$ cat config.mk
export PLATFORM = sky130hd
export DESIGN_NAME = decoder_scan_sequencer
export DESIGN_NICKNAME = d
export VERILOG_FILES = /design/src/rtl/scan_pkg.sv /design/src/rtl/scan_next_channel.sv /design/src/rtl/decoder_scan_sequencer.sv
export SDC_FILE = /design/constraint.sdc
export NUM_CORES = 1
export LEC_CHECK = 0
export CORE_ASPECT_RATIO = 1.25
export CORE_MARGIN = 3
export CORE_UTILIZATION = 55
export DETAILED_ROUTE_END_ITERATION = 12
export PLACE_DENSITY_LB_ADDON = 0.25
export SYNTH_ARGS = -nofsm -noshare
export SYNTH_HDL_FRONTEND = slang
export SYNTH_HIERARCHICAL = 1
export SYNTH_SLANG_ARGS = --single-unit
export TNS_END_PERCENT = 5
$ cat constraint.sdc
create_clock -name clk -period 4.35 [get_ports clk]
set_input_delay 0.87 -clock clk [delete_from_list [all_inputs] [get_ports clk]]
set_output_delay 0.87 -clock clk [all_outputs]
set_load 0.02 [all_outputs]
$ cat src/rtl/scan_pkg.sv
//------------------------------------------------------------------------------
// Module      : scan_pkg
// Description : Shared state encoding, default timing constants and counter
//               width helper for the decoder scan sequencer.
// Revision    : 1.0 - initial release
//------------------------------------------------------------------------------
`default_nettype none

package scan_pkg;

    typedef enum logic [1:0] {
        S_IDLE   = 2'd0,
        S_BLANK  = 2'd1,
        S_ACTIVE = 2'd2
    } scan_state_t;

    localparam int DEFAULT_DWELL_CYCLES = 1000;
    localparam int DEFAULT_BLANK_CYCLES = 2;

    // Sized to hold the larger of the two phase lengths so the counter never wraps.
    function automatic int cnt_width(input int dwell, input int blank);
        return $clog2(((dwell > blank) ? dwell : blank) + 1);
    endfunction

endpackage

`default_nettype wire

$ cat src/rtl/scan_next_channel.sv
//------------------------------------------------------------------------------
// Module      : scan_next_channel
// Description : Combinational search for the next enabled channel in
//               ascending order, or the lowest enabled channel from start.
// Revision    : 1.0 - initial release
//------------------------------------------------------------------------------
`default_nettype none

module scan_next_channel
    import scan_pkg::*;
(
    input  logic [1:0] cur,
    input  logic [3:0] mask,
    input  logic       from_start,
    output logic [1:0] nxt,
    output logic       wrap,
    output logic       none
);

    logic [1:0] w_idx;
    logic [1:0] w_nxt;
    logic       w_found;

    // From start the candidates are 0..3; otherwise cur+1..cur+4 so that a
    // lone set bit finds the current channel again.
    always_comb begin
        w_idx   = 2'd0;
        w_nxt   = 2'd0;
        w_found = 1'b0;
        for (int k = 0; k < 4; k++) begin
            w_idx = from_start ? 2'(k) : 2'(cur + 2'(k + 1));
            if (!w_found && mask[w_idx]) begin
                w_found = 1'b1;
                w_nxt   = w_idx;
            end
        end
    end

    assign nxt  = w_nxt;
    assign none = !w_found;
    assign wrap = !from_start && w_found && (w_nxt <= cur);

endmodule

`default_nettype wire

$ cat src/rtl/decoder_scan_sequencer.sv
//------------------------------------------------------------------------------
// Module      : decoder_scan_sequencer
// Description : Cycles a 2-to-4 decoder through the masked channels with a
//               blank gap before each dwell and a per-frame done pulse.
// Revision    : 1.0 - initial release
//------------------------------------------------------------------------------
`default_nettype none

module decoder_scan_sequencer
    import scan_pkg::*;
#(
    parameter int DWELL_CYCLES = DEFAULT_DWELL_CYCLES,
    parameter int BLANK_CYCLES = DEFAULT_BLANK_CYCLES
) (
    input  logic       clk,
    input  logic       rst_n,
    input  logic       run,
    input  logic [3:0] mask,
    output logic [1:0] sel,
    output logic       sel_en,
    output logic       frame_done
);

    localparam int CNT_W = cnt_width(DWELL_CYCLES, BLANK_CYCLES);

    localparam logic [CNT_W-1:0] c_dwell_last = CNT_W'(DWELL_CYCLES - 1);
    localparam logic [CNT_W-1:0] c_blank_last = CNT_W'((BLANK_CYCLES > 0) ? BLANK_CYCLES - 1 : 0);
    localparam logic [CNT_W-1:0] c_cnt_one    = CNT_W'(1);
    localparam bit               c_no_blank   = (BLANK_CYCLES == 0);

    scan_state_t      r_state;
    logic [CNT_W-1:0] r_cnt;
    logic [1:0]       r_sel;
    logic             r_sel_en;
    logic             r_frame_done;

    logic [1:0]       w_nxt;
    logic             w_wrap;
    logic             w_none;

    // From IDLE the search starts at channel 0 so a restart never resumes.
    scan_next_channel u_next (
        .cur        (r_sel),
        .mask       (mask),
        .from_start (r_state == S_IDLE),
        .nxt        (w_nxt),
        .wrap       (w_wrap),
        .none       (w_none)
    );

    always_ff @(posedge clk or negedge rst_n) begin
        if (!rst_n) begin
            r_state      <= S_IDLE;
            r_cnt        <= '0;
            r_sel        <= 2'd0;
            r_sel_en     <= 1'b0;
            r_frame_done <= 1'b0;
        end else begin
            r_frame_done <= 1'b0;
            if (!run) begin
                r_state  <= S_IDLE;
                r_cnt    <= '0;
                r_sel    <= 2'd0;
                r_sel_en <= 1'b0;
            end else begin
                case (r_state)
                    S_IDLE: begin
                        if (!w_none) begin
                            r_sel <= w_nxt;
                            r_cnt <= '0;
                            if (c_no_blank) begin
                                r_state  <= S_ACTIVE;
                                r_sel_en <= 1'b1;
                            end else begin
                                r_state  <= S_BLANK;
                            end
                        end
                    end
                    S_BLANK: begin
                        if (r_cnt == c_blank_last) begin
                            r_state  <= S_ACTIVE;
                            r_sel_en <= 1'b1;
                            r_cnt    <= '0;
                        end else begin
                            r_cnt <= r_cnt + c_cnt_one;
                        end
                    end
                    S_ACTIVE: begin
                        // Mask is only consulted here, so a cleared bit never cuts a dwell short.
                        if (r_cnt == c_dwell_last) begin
                            r_cnt <= '0;
                            if (w_none) begin
                                r_state  <= S_IDLE;
                                r_sel    <= 2'd0;
                                r_sel_en <= 1'b0;
                            end else begin
                                r_sel        <= w_nxt;
                                r_frame_done <= w_wrap;
                                if (c_no_blank) begin
                                    r_state  <= S_ACTIVE;
                                    r_sel_en <= 1'b1;
                                end else begin
                                    r_state  <= S_BLANK;
                                    r_sel_en <= 1'b0;
                                end
                            end
                        end else begin
                            r_cnt <= r_cnt + c_cnt_one;
                        end
                    end
                    default: begin
                        r_state  <= S_IDLE;
                        r_cnt    <= '0;
                        r_sel    <= 2'd0;
                        r_sel_en <= 1'b0;
                    end
                endcase
            end
        end
    end

    assign sel        = r_sel;
    assign sel_en     = r_sel_en;
    assign frame_done = r_frame_done;

endmodule

`default_nettype wire

# After elaboration in Yosys (flattened, before gate mapping)

Cells that the tools add are included.
Widths: inputs -> output; s select.

Flip-flop bits (word level): 16
Latch bits: 0
Bits in writable memories: 0
Memory bits (read-only): 0
Bits of input ports: 7
Output and inout port bits: 4
Word-level logic and storage cells: 80
Memories: 0

$add $sub $neg: 4
Multipliers: 0
Div/mod/pow operators: 0
Order comparisons: 5
Equality and inequality tests: 9
Shift-type cells: 0
Muxes and demuxes: 44
Bitwise gates (word level): 0
Reduce and logical (&&, ||, !) cells: 13

Operator list:

| cell                  | number |
|---|---|
| $mux 10               | 4 |
| $mux 2                | 16 |
| $pmux 10 s3           | 1 |
| $mux 1                | 16 |
| $lt 2x3->1 const B    | 4 |
| $pmux 2 s3            | 2 |
| $add 10x1->10 const B | 1 |
| $eq 10x1->1 const B   | 1 |
| $eq 10x10->1 const B  | 1 |
| $ne 3x3->1 const B    | 3 |
| $reduce_and 3->1      | 3 |
| $bmux 1 s2            | 4 |
| $logic_and 1x1->1     | 5 |
| $add 2x2->2 const B   | 2 |
| $logic_not 1->1       | 4 |
| $ne 2x2->1 const B    | 2 |
| $pmux 1 s3            | 1 |
| $add 2x1->2 const B   | 1 |
| $eq 2x1->1 const B    | 1 |
| $eq 2x2->1 const B    | 1 |
| $le 2x2->1            | 1 |
| $logic_not 2->1       | 1 |

# Logic depth before layout (Yosys ltp)

Word-level depth: 20
Gate-level depth with buffers: 15

# Cells and area by module

Netlist, hierarchy kept.

Modules (own cells, without submodules):

| module                 | times used | cells each | area each (sq um) |
|---|---|---|---|
| decoder_scan_sequencer | 1          | 99         | 962.2 |
| scan_next_channel      | 1          | 51         | 391.6 |

# Worst setup path before layout

Ideal clock, no wire load.

Path kind: register to register
From: register r_state[0]
To: register r_cnt[7]
Library setup time: 0.123 ns
Arrival time: 3.045 ns
Setup slack: 1.182 ns
Stages on the path, launching flop included: 14
Path buffers: 2
Cell sequence: dfrtp_1 > inv_1 > ha_1 > buf_6 > nor2_2 > mux4_2 > or3_4 > nor3_4 > and3_1 > clkbuf_1 > and4bb_2 > nand3_1 > xor2_1 > nor2_1

Word-level cells in the longest chain between the ends: 15
Elaborated cells between the ends (all ways): 28
Those cells by class: eq/ne: 3; mux: 18; reduce/logical: 7

Ends and longest elaborated chain:

| item                         | RTL line                                                   | text |
|---|---|---|
| start: declaration           | decoder_scan_sequencer.sv:31                               | `scan_state_t r_state;` |
| start signal: assignment     | decoder_scan_sequencer.sv:53                               | `r_state <= S_IDLE;` |
| start signal: assignment     | decoder_scan_sequencer.sv:61                               | `r_state <= S_IDLE;` |
| start signal: assignment     | decoder_scan_sequencer.sv:72                               | `r_state <= S_ACTIVE;` |
| $logic_not 2->1              | decoder_scan_sequencer.sv:45, decoder_scan_sequencer.sv:66 |  |
| $mux 2                       | scan_next_channel.sv:31                                    | `w_idx = from_start ? 2'(k) : 2'(cur + 2'(k + 1));` |
| $bmux 1 s2                   | scan_next_channel.sv:32                                    | `if (!w_found && mask[w_idx]) begin` |
| $mux 1 (not written as such) | scan_next_channel.sv:32                                    |  |
| $mux 1                       | scan_next_channel.sv:32                                    |  |
| $logic_not 1->1              | scan_next_channel.sv:32                                    |  |
| $logic_and 1x1->1            | scan_next_channel.sv:32                                    |  |
| $mux 1                       | scan_next_channel.sv:32                                    |  |
| $logic_not 1->1              | scan_next_channel.sv:32                                    |  |
| $logic_and 1x1->1            | scan_next_channel.sv:32                                    |  |
| $mux 1                       | scan_next_channel.sv:32                                    |  |
| $logic_not 1->1              | scan_next_channel.sv:32                                    |  |
| $logic_and 1x1->1            | scan_next_channel.sv:32                                    |  |
| $mux 1                       | scan_next_channel.sv:32                                    |  |
| $ne 3x3->1 (no line)         | --                                                         |  |
| end signal: assignment       | decoder_scan_sequencer.sv:85                               | `r_cnt <= r_cnt + c_cnt_one;` |
| end signal: assignment       | decoder_scan_sequencer.sv:108                              | `r_cnt <= r_cnt + c_cnt_one;` |
| end: declaration             | decoder_scan_sequencer.sv:32                               | `logic [CNT_W-1:0] r_cnt;` |

Parallel ways exist; a longest one is shown, timed or not. The select of a mux whose other input is x is not followed.
A chain may end at the register's enable or synchronous reset.

# Worst setup path in the final report

Ends and elaborated chain as after synthesis.

==> reports/metrics.yaml <==
outcome:
  run_status: "finished, final reports clean"
final_layout:
  drive_gt1_share_pct: 11.4
  final_cell_mix: "16 x dfrtp_1, 13 x nand2_1, 11 x inv_1"
  final_common_cell: "dfrtp_1"
  design_area_um2: 1490
  nets: 175
  area_delta_synth_final_pct: 10.4
  diodes: 0
timing:
  grt_setup_unrepaired: "no"
  min_period_ps: 3440
  setup_viol_count_final: 0
  holdWs_ps: 577
  tightest_slew_ps: 769
  fin_setup_tns_ps: 0
  clock_skew_ps: 1.92
  setup_ws_ps: 906
  maxSlewHeadroom_pct: 48.6
  fin_crit_sh_pct: 79.2
  hold_violations: 0
  slew_violations: 0
  max_clock_freq_ghz: 0.290
grt:
  grt_overflow: 0
  grtUsageTotal_pct: 21.8
  grt_pass1_wl_um: 5280
  grt_max_degree: 17
  antenna_found_initial: 0
  grt_pass1_vias: 1171
clocking:
  clk_latency_ps: 280
  cts_hold_buf: 0
  cts_tree: "yes"
  clockBufferDepth: 2
  cts.sinks: 16
  path_clk_slew_ps: 100
  htreeDepth: 1
  post_cts_buffers: 0
  cts_repair_resize_count: 0
  cts_buffers: 3
  clockRootBuffer: "clkbuf_4"
synthesis:
  synth_edf_count: 0
  synth_flop_cell: "dfrtp_1"
  ys_warn_count: 6
  netlist.area_leader.share_pct: 29.6
  ys_ff_latch: 16
  syn_area_um2: 1350
  synthTopCellsByArea: "dfrtp_1 30%, ha_1 8.3%, nand2_1 3.6%"
  syn_inst: 150
  syn_nets: 166
  avgSynthCellArea_um2: 9.03
  yosysTopAreaCell: "dfrtp_1"
  yosysUniqueCellTypes: 51
  async_reset_ff_share_pct: 100
  seq_area_frac_synth_pct: 29.6
worst_hold_path:
  hold_class: "reg2reg"
detailed_routing:
  antenna_left: 0
  drc: 0
  drt_iter0_markers: 52
  dr.pass1.iters: 4
  routed_wl_um: 3010
  via_per_inst: 6.28
  via_count: 1187
  avgRoutedWirePerCell_um: 15.9
worst_setup_path:
  crit_type: "reg2reg"
  arrival_ps: 3620
  crit_fanout: 13
  critPathLaunchType: "flop"
  cp_data_required_time_ps: 4520
  endpoint_kind: "flop"
pwr:
  finalPower_mw: 0.827
  cellPowerDensity_nw_per_um2: 554
  ir_drop_v: 0.000441
  leakagePower_nw: 0.612
floorplanning:
  die_y_um: 61.5
  initial_core_util_pct: 59.9
  rows: 19
  die_area_um2: 3100
  fp.dieW_um: 50.4
  core_um2: 2260
  ios: 11
placed_design:
  place.gp.congestion: 0.868
  pre_cts_ws_ps: 712
  dp_hpwl_um: 2260
  io_buffers: 10
  postPlaceCellArea_um2: 1460
flow_run:
  maxCapViolations: 0
==> cell type report <==
type	count	area [um2]
multi-input combinational	117	877
fill	193	764
sequential	16	400
timing repair buffer	10	100
inverter	11	41.3
tap	31	38.8
clock buffer	4	36.3
==> synthesized netlist by cell type, drive strengths merged (2+ instances only) <==
| cell type | count |
|---|---|
| clkbuf | 3 |
| or3 | 3 |
| nand2 | 13 |
| and3 | 3 |
| inv | 11 |
| xnor2 | 2 |
| nand2b | 2 |
| mux2i | 2 |
| a32o | 2 |
| a21oi | 7 |
| xor2 | 3 |
| nor3 | 5 |
| o21ai | 10 |
| a211oi | 3 |
| nand3 | 4 |
| nor2 | 12 |
| a22o | 2 |
| buf | 3 |
| mux4 | 2 |
| nand4 | 2 |
| nor2b | 5 |
| ha | 9 |
| nand3b | 5 |
| o31ai | 2 |
| dfrtp | 16 |
| nor4 | 2 |
==> kinds of logic (layout without fill, tap and decap cells) <==
family          Yosys count  count (layout)  synth area share, %
simple gates             61              61                 26.6
compound gates           37              37                 21.0
buf+inv                  17              25                 5.64
flops                    16              16                 29.6
fa+ha+maj                 9               9                 8.32
xor+xnor                  5               5                 3.24
mux                       5               5                 5.64
==> power breakdown <==
| part | internal, mW | switching, mW |
|---|---|---|
| logic | 0.234 | 0.285 |
| registers | 0.167 | 0.0422 |
| clock network | 0.0509 | 0.0485 |
| total | 0.452 | 0.376 |
==> routing by layer <==
layer | vias to the layer above | share of wire [%] | track usage (%)
li1 | 563 | - | -
met1 | 561 | 41 | 26.2
met2 | 54 | 50 | 39.9
met3 | 9 | 6.4 | 3.63
met4 | 0 | 2.2 | 6.92
met5 | - | 0 | 0
==> registers in the layout, indices dropped and copies added, names as in the netlist <==
signal,flops
r_state,2
r_cnt,10
sel_en,1
frame_done,1
sel,2
==> through the flow <==
step | cells | utilization, %
4_1_cts | 189 | 66.1
2_1_floorplan | 150 | -
3_5_place_dp | 185 | 64.5
5_1_grt | 189 | 66.1
6_report | 189 | 66.1
3_3_place_gp | 185 | 64.5
==> worst paths after layout <==
path                                  from          to  slack, ps  cells after the start
worst max-delay path            r_state[0]    r_cnt[7]        910                     11
worst min-delay path              r_cnt[0]    r_cnt[0]        580                      1
worst max register to register  r_state[0]    r_cnt[7]        910                     11
worst min register to register    r_cnt[0]    r_cnt[0]        580                      1
max in group asynchronous            rst_n  frame_done       2840                      1
min in group asynchronous            rst_n    r_cnt[8]       1030                      1
==> worst max-delay path, stage by stage, from the launching register on <==
cell	delay, ps
dfrtp_1	430
inv_1	100
ha_1	390
nor2_2	310
mux4_2	530
or3_4	380
nor3_4	250
and3_1	350
and4bb_2	290
nand3_1	100
xor2_1	140
nor2_1	50
Note: power is estimated with default switching activity, not from simulation.
